<file path="config.mk">
export PLATFORM = sky130hd
export DESIGN_NAME = dda_stepper
export DESIGN_NICKNAME = d
export VERILOG_FILES = /design/src/rtl/dda_stepper.sv
export SDC_FILE = /design/constraint.sdc
export NUM_CORES = 1
export LEC_CHECK = 0
export BUFFER_PORTS_ARGS = -buffer_cell sky130_fd_sc_hd__buf_2
export CORE_ASPECT_RATIO = 1.25
export CORE_UTILIZATION = 42
export DETAILED_ROUTE_END_ITERATION = 10
export HOLD_SLACK_MARGIN = 0.02
export SYNTH_ARGS = -nofsm -noshare
export SYNTH_HDL_FRONTEND = slang
export SYNTH_SLANG_ARGS = --single-unit
</file>
<file path="constraint.sdc">
create_clock -name pixel_clk_in -period 13.7 [get_ports pixel_clk_in]
set_clock_uncertainty 0.15 [all_clocks]
set_input_delay 3.425 -clock pixel_clk_in [delete_from_list [all_inputs] [get_ports pixel_clk_in]]
set_output_delay 3.425 -clock pixel_clk_in [all_outputs]
set_load 0.1 [all_outputs]
</file>
<file path="src/rtl/dda_stepper.sv">
// DDA grid-traversal engine: walks the map one cell per step from a per-column
// ray setup word and emits one hit (or timeout) record per column.
module dda_stepper #(
  parameter int MAP_W     = 24,
  parameter int MAP_H     = 24,
  parameter int MAX_STEPS = 64,
  parameter int LAST_COL  = 319
) (
  input  logic         pixel_clk_in,
  input  logic         rst_in,
  input  logic         s_tvalid,
  output logic         s_tready,
  input  logic [99:0]  s_tdata,
  output logic [9:0]   map_addr_out,
  input  logic [2:0]   map_data_in,
  output logic         m_tvalid,
  input  logic         m_tready,
  output logic [38:0]  m_tdata,
  output logic         m_tlast
);

  localparam int CNT_W = $clog2(MAX_STEPS + 1);
  localparam logic [CNT_W-1:0] MAX_CNT = CNT_W'(MAX_STEPS);
  localparam logic [5:0] MAP_W6 = 6'(MAP_W);
  localparam logic [5:0] MAP_H6 = 6'(MAP_H);
  localparam logic [9:0] MAP_W10 = 10'(MAP_W);
  localparam logic [8:0] LAST_COL9 = 9'(LAST_COL);

  typedef enum logic [2:0] {IDLE, STEP, FETCH, CHECK, OUTPUT} state_t;

  state_t             state_q, state_d;
  logic [8:0]         hcount_q, hcount_d;
  logic               step_x_q, step_x_d;
  logic               step_y_q, step_y_d;
  logic [4:0]         map_x_q, map_x_d;
  logic [4:0]         map_y_q, map_y_d;
  logic [15:0]        side_x_q, side_x_d;
  logic [15:0]        side_y_q, side_y_d;
  logic [15:0]        delta_x_q, delta_x_d;
  logic [15:0]        delta_y_q, delta_y_d;
  logic               side_q, side_d;
  logic [CNT_W-1:0]   step_cnt_q, step_cnt_d;
  logic [9:0]         map_addr_q, map_addr_d;
  logic               s_tready_q, s_tready_d;
  logic               m_tvalid_q, m_tvalid_d;
  logic [38:0]        m_tdata_q, m_tdata_d;
  logic               m_tlast_q, m_tlast_d;

  logic [4:0]         map_x_n, map_y_n;
  logic [15:0]        perp;
  logic               out_of_range;

  function automatic logic [15:0] sat_add(input logic [15:0] a, input logic [15:0] b);
    logic [16:0] s;
    s = {1'b0, a} + {1'b0, b};
    return s[16] ? 16'hFFFF : s[15:0];
  endfunction

  function automatic logic [15:0] clamp_sub(input logic [15:0] a, input logic [15:0] b);
    return (a >= b) ? (a - b) : 16'h0000;
  endfunction

  always_comb begin
    state_d      = state_q;
    hcount_d     = hcount_q;
    step_x_d     = step_x_q;
    step_y_d     = step_y_q;
    map_x_d      = map_x_q;
    map_y_d      = map_y_q;
    side_x_d     = side_x_q;
    side_y_d     = side_y_q;
    delta_x_d    = delta_x_q;
    delta_y_d    = delta_y_q;
    side_d       = side_q;
    step_cnt_d   = step_cnt_q;
    map_addr_d   = map_addr_q;
    s_tready_d   = s_tready_q;
    m_tvalid_d   = m_tvalid_q;
    m_tdata_d    = m_tdata_q;
    m_tlast_d    = m_tlast_q;
    map_x_n      = map_x_q;
    map_y_n      = map_y_q;
    perp         = side_q ? clamp_sub(side_y_q, delta_y_q) : clamp_sub(side_x_q, delta_x_q);
    // A -1 step from cell 0 wraps to 31, which this comparison also catches.
    out_of_range = ({1'b0, map_x_q} >= MAP_W6) || ({1'b0, map_y_q} >= MAP_H6);

    case (state_q)
      IDLE: begin
        if (s_tvalid && s_tready_q) begin
          hcount_d   = s_tdata[99:91];
          step_x_d   = s_tdata[90];
          step_y_d   = s_tdata[89];
          map_x_d    = s_tdata[88:84];
          map_y_d    = s_tdata[83:79];
          side_x_d   = s_tdata[78:63];
          side_y_d   = s_tdata[62:47];
          delta_x_d  = s_tdata[46:31];
          delta_y_d  = s_tdata[30:15];
          step_cnt_d = '0;
          s_tready_d = 1'b0;
          state_d    = STEP;
        end
      end
      STEP: begin
        if (side_x_q < side_y_q) begin
          side_x_d = sat_add(side_x_q, delta_x_q);
          map_x_n  = step_x_q ? (map_x_q + 5'd1) : (map_x_q - 5'd1);
          side_d   = 1'b0;
        end else begin
          side_y_d = sat_add(side_y_q, delta_y_q);
          map_y_n  = step_y_q ? (map_y_q + 5'd1) : (map_y_q - 5'd1);
          side_d   = 1'b1;
        end
        map_x_d    = map_x_n;
        map_y_d    = map_y_n;
        map_addr_d = 10'(map_y_n) * MAP_W10 + 10'(map_x_n);
        step_cnt_d = step_cnt_q + 1'b1;
        state_d    = FETCH;
      end
      FETCH: state_d = CHECK;
      CHECK: begin
        if (out_of_range || (map_data_in != 3'd0) || (step_cnt_q == MAX_CNT)) begin
          if (out_of_range)
            m_tdata_d = {hcount_q, side_q, 3'd1, perp, map_x_q, map_y_q};
          else if (map_data_in != 3'd0)
            m_tdata_d = {hcount_q, side_q, map_data_in, perp, map_x_q, map_y_q};
          else
            m_tdata_d = {hcount_q, side_q, 3'd0, 16'hFFFF, map_x_q, map_y_q};
          m_tlast_d  = (hcount_q == LAST_COL9);
          m_tvalid_d = 1'b1;
          state_d    = OUTPUT;
        end else begin
          state_d = STEP;
        end
      end
      OUTPUT: begin
        if (m_tready) begin
          m_tvalid_d = 1'b0;
          s_tready_d = 1'b1;
          state_d    = IDLE;
        end
      end
      default: state_d = IDLE;
    endcase
  end

  always_ff @(posedge pixel_clk_in or posedge rst_in) begin
    if (rst_in) begin
      state_q    <= IDLE;
      hcount_q   <= '0;
      step_x_q   <= 1'b0;
      step_y_q   <= 1'b0;
      map_x_q    <= '0;
      map_y_q    <= '0;
      side_x_q   <= '0;
      side_y_q   <= '0;
      delta_x_q  <= '0;
      delta_y_q  <= '0;
      side_q     <= 1'b0;
      step_cnt_q <= '0;
      map_addr_q <= '0;
      s_tready_q <= 1'b1;
      m_tvalid_q <= 1'b0;
      m_tdata_q  <= '0;
      m_tlast_q  <= 1'b0;
    end else begin
      state_q    <= state_d;
      hcount_q   <= hcount_d;
      step_x_q   <= step_x_d;
      step_y_q   <= step_y_d;
      map_x_q    <= map_x_d;
      map_y_q    <= map_y_d;
      side_x_q   <= side_x_d;
      side_y_q   <= side_y_d;
      delta_x_q  <= delta_x_d;
      delta_y_q  <= delta_y_d;
      side_q     <= side_d;
      step_cnt_q <= step_cnt_d;
      map_addr_q <= map_addr_d;
      s_tready_q <= s_tready_d;
      m_tvalid_q <= m_tvalid_d;
      m_tdata_q  <= m_tdata_d;
      m_tlast_q  <= m_tlast_d;
    end
  end

  assign s_tready     = s_tready_q;
  assign map_addr_out = map_addr_q;
  assign m_tvalid     = m_tvalid_q;
  assign m_tdata      = m_tdata_q;
  assign m_tlast      = m_tlast_q;

endmodule

</file>
==> summary by stage <==
Global route
The routing usage on met1 is 29.61%. For this run the aggregate overflow at the end of global routing stands at 0. Global routing consumed, on the met3 layer, 4.150% of the routing resources. The initial antenna violation count is 0. met2 is the most crowded layer. The number of global-route vias before repair is 8,560. The first global-routing pass estimated 44,680 um of wire. The met2 track demand over resource is 38.90%. For this run, the total global-route usage over all layers was measured as 23.21%. Entering global routing, the biggest net connects 87 pins.

Detailed routing
The DRC violation count after routing is 0. The routed design has 28,020 um of wire. The number of vias per cell is 5.288. Before antenna repair, the detailed router went through 5 iterations. The violation count after the first detailed-routing iteration is 439.

The vias after detailed routing is 8,763. Once detail routing completed, the nets flagged for antenna violations numbered 0. The average routed wire per standard cell is 16.91 um.

Setup path
At the worst endpoint, the arrival time is 5370 ps. The kind of cell with the highest combined delay along the critical path is buffers and inverters. The data required time at the worst endpoint is 13,890 ps. The kind of critical path is input pin to flip-flop. The sum of buffers and inverters on the critical path is 3.

The highest cell delay on the worst timing path is 740 ps. The top fanout value on the critical path is 86. The critical path's most frequent cell is sky130_fd_sc_hd__buf_4. The critical path endpoint category is a flip-flop. On the critical path, the stage with the largest delay is an instance of sky130_fd_sc_hd__buf_4.

Tracing the worst setup path back leads to its startpoint at s_tvalid. The worst setup path is launched from an input pin. The signal on the critical path passes through buf_2 > nand2_1 > nor4_4 > buf_4 > a21oi_2 > buf_4 > o21bai_1 > o31ai_1.

The origin of the critical flop-to-flop path is side_y_q[1].

Pwr
The maximum VDD drop is 0.00007863 V. For this design the static power due to leakage is 5.878 nW. For this design the ratio of total power to cell area is 79.27 mW/mm2. The total chip power is 931.3 uW. The power dissipated by switching net loads is 223.6 uW. The share of total power dissipated in the clock network is 50.4%. In this run switching power makes up 24.01% of total power. Of the total power, registers draw 46.9%.

The combinational fraction of design power is 2.7%. The internal power is 707.7 uW.

Yosys
Sequential elements use 36.21% of the synthesized area. Synthesis inferred 148 register bits. The Yosys step of the flow raised 0 warnings. The gate count of the mapped netlist is 1,201. Counting flops with an async set or reset pin after synthesis yields a share of 100.0%. Ranked by total cell area, the synthesized netlist is headed by sky130_fd_sc_hd__dfrtp_1 (36%), sky130_fd_sc_hd__ha_1 (11%), sky130_fd_sc_hd__nand2_1 (7.5%), sky130_fd_sc_hd__xnor2_1 (4.5%), sky130_fd_sc_hd__nor2_1 (4.0%). The dominant synthesized flop cell is sky130_fd_sc_hd__dfrtp_1. The dominant cell type by area after synthesis is sky130_fd_sc_hd__dfrtp_1.

The number of nets produced by synthesis is 1,408. The area share of the largest cell type after synthesis is 35.95%. The synthesized netlist occupies a cell area of 0.01023 mm2. Yosys mapped the design onto 81 distinct sky130hd cell types. The mean instance size in the synthesized netlist is 8.520 um2. The number of enable flip-flop cells after synthesis is 0.

Place
The congestion estimate from routability-driven global placement came to 0.9202. During placement, the flow inserted port buffers numbering 143. The post-place instance area is 0.01117 mm2. Detailed placement finished with a half-perimeter wire length of 20,800 um.

Clock network
The number of hold buffers added after CTS was 0. The clock transition at the registers of the reported paths is 60 ps. The setup fix buffers added after clock tree synthesis is 0. The clock root buffer is sky130_fd_sc_hd__clkbuf_16. The maximum level of the CTS H-tree is 4. The buffer levels on the longest clock path is 2.

The source-to-sink clock delay at the later pin of the worst-skew pair is 440 ps. The clock net in this run drives a total of 148 sinks. The post-cts resize count is 0. Clock tree synthesis inserted a total of 17 buffers. The clock tree from TritonCTS is done.

Final layout
The antenna diode count is 0. The cell area after layout is 0.01175 mm2. Fill cells in the final layout number 2,425. From synthesis to final layout, the design area changed by 14.82%. The share of cells above drive strength 1 is 17.57%. The net count of the finished layout is 1,526.

STA
The worst relative slew slack is 25.16%. The final hold violation count is 0. For the pin with the worst max-slew slack, the measured transition is 1119 ps.

The count of final max-slew check failures is 0. Dividing the final minimum period by the clock period gives 37.78%. Setup violations remaining at the end of the flow were counted as 0. Setup repair after global routing left no endpoint under its margin. Adding up every negative setup slack in the final design gives 0 ps.

The shortest clock period the worst path allows after layout is 5175 ps. Based on the critical path, the design can be clocked at up to 193.2 MHz.

Floorplan
The area of the core is 0.02381 mm2. The floorplan has 63 rows. The die extent in y is 176.5 um. Once the floorplan was initialized, standard cells occupied 42.98% of the core.

159 I/O pins were placed. The die footprint is 0.02499 mm2. The die is 141.6 um wide.

Run status
The flow ran to the end, and the final reports show no timing, DRC or antenna violations.

Min path
The type of the most critical hold path is flip-flop to flip-flop. The startpoint identified for the worst hold timing path is m_tdata[28].

Run
Max-cap violations in this run came to 0.
-- per-layer routing --
| metal | vias to the layer above | part of all wire, % |
|---|---|---|
| li1 | 4363 | - |
| met1 | 4160 | 46 |
| met2 | 197 | 48 |
| met3 | 43 | 3.8 |
| met4 | 0 | 2.9 |
| met5 | - | 0 |
-- flip-flops by register name (all words and copies together), names as in the netlist, 3 cells and up --
signal        flops
step_cnt_q        7
state_q           3
delta_x_q        16
map_y_q           5
side_y_q         16
map_addr_out     10
hcount_q          9
side_x_q         16
delta_y_q        16
m_tdata          39
map_x_q           5
-- tightest hold or removal path: stages, from the launching register on --
cell	delay [ps]
sky130_fd_sc_hd__dfrtp_1	340
sky130_fd_sc_hd__nand2_1	50
sky130_fd_sc_hd__nand2_1	50
-- kinds of logic after synthesis --
group | count (synthesis) | synth area share, %
simple gates | 424 | 18.32
compound gates | 309 | 20.08
buf+inv | 148 | 6.273
flops | 148 | 36.21
fa+ha+maj | 102 | 12.94
xor+xnor | 64 | 5.552
mux | 6 | 0.6358
-- through the flow --
stage / cells / hold slack, ps / setup WS (ps) / utilization, %
after floorplan: 1201 / 301.9 / 6147 / -
after global routing: 1657 / 339.4 / 8305 / 49.35
after global placement: 1625 / 297.2 / 8087 / 46.90
after CTS: 1657 / 316.0 / 8537 / 49.35
final: 1657 / 312.5 / 8525 / 49.35
after detailed placement: 1625 / 301.1 / 8088 / 46.90
-- area by class of cell --
cell class	instances	area, um2	area share (%)
clock buffer	18	439.2	3.738
clock inverter	14	143.9	1.225
inverter	94	357.8	3.046
multi-input combinational	905	5906	50.27
sequential	148	3705	31.53
tap	325	406.6	3.461
timing repair buffer	153	790.8	6.731
-- synth_stat cells (19+ instances only) --
cell                       number
sky130_fd_sc_hd__a21o_1        19
sky130_fd_sc_hd__a21oi_1       62
sky130_fd_sc_hd__clkbuf_1      32
sky130_fd_sc_hd__dfrtp_1      147
sky130_fd_sc_hd__ha_1          93
sky130_fd_sc_hd__inv_1         87
sky130_fd_sc_hd__nand2_1      204
sky130_fd_sc_hd__nand3_1       20
sky130_fd_sc_hd__nor2_1       110
sky130_fd_sc_hd__o21ai_0       80
sky130_fd_sc_hd__o21ai_1       31
sky130_fd_sc_hd__xnor2_1       52
-- layout by cell type (no fill, tap or decap), types with 11 or more instances in the layout --
| cell | instances |
|---|---|
| sky130_fd_sc_hd__ha_1 | 93 |
| sky130_fd_sc_hd__nand3_1 | 20 |
| sky130_fd_sc_hd__a21oi_1 | 61 |
| sky130_fd_sc_hd__o21ai_1 | 31 |
| sky130_fd_sc_hd__nand2_1 | 204 |
| sky130_fd_sc_hd__o21ai_0 | 80 |
| sky130_fd_sc_hd__xnor2_1 | 52 |
| sky130_fd_sc_hd__nor2_1 | 110 |
| sky130_fd_sc_hd__clkbuf_16 | 17 |
| sky130_fd_sc_hd__o31ai_1 | 12 |
| sky130_fd_sc_hd__xor2_1 | 11 |
| sky130_fd_sc_hd__buf_2 | 143 |
| sky130_fd_sc_hd__a21o_1 | 19 |
| sky130_fd_sc_hd__dfrtp_1 | 147 |
| sky130_fd_sc_hd__and3_1 | 18 |
| sky130_fd_sc_hd__o21bai_1 | 13 |
| sky130_fd_sc_hd__nor3_1 | 15 |
| sky130_fd_sc_hd__inv_1 | 86 |
| sky130_fd_sc_hd__o22ai_1 | 16 |
-- power by group through the flow --
stage	combinational [mW]	clock, mW	sequential [mW]
after global routing	0.0286	0.496	0.437
after floorplan	0.00835	0	0.445
final	0.0252	0.469	0.437
after detailed placement	0.0259	0	0.445
after CTS	0.0260	0.481	0.437
after global placement	0.0258	0	0.445
-- worst paths after layout --
kind / end / slack (ps) / cells after the start
worst max-delay path: side_y_q[15] / 8520 / 8
worst min-delay path: m_tdata[28] / 310 / 2
worst max register to register: map_addr_out[8] / 9760 / 16
worst min register to register: m_tdata[28] / 310 / 2
max in group asynchronous: delta_x_q[0] / 9000 / 3
min in group asynchronous: hcount_q[4] / 2990 / 2
Note: power is estimated with default switching activity, not from simulation.
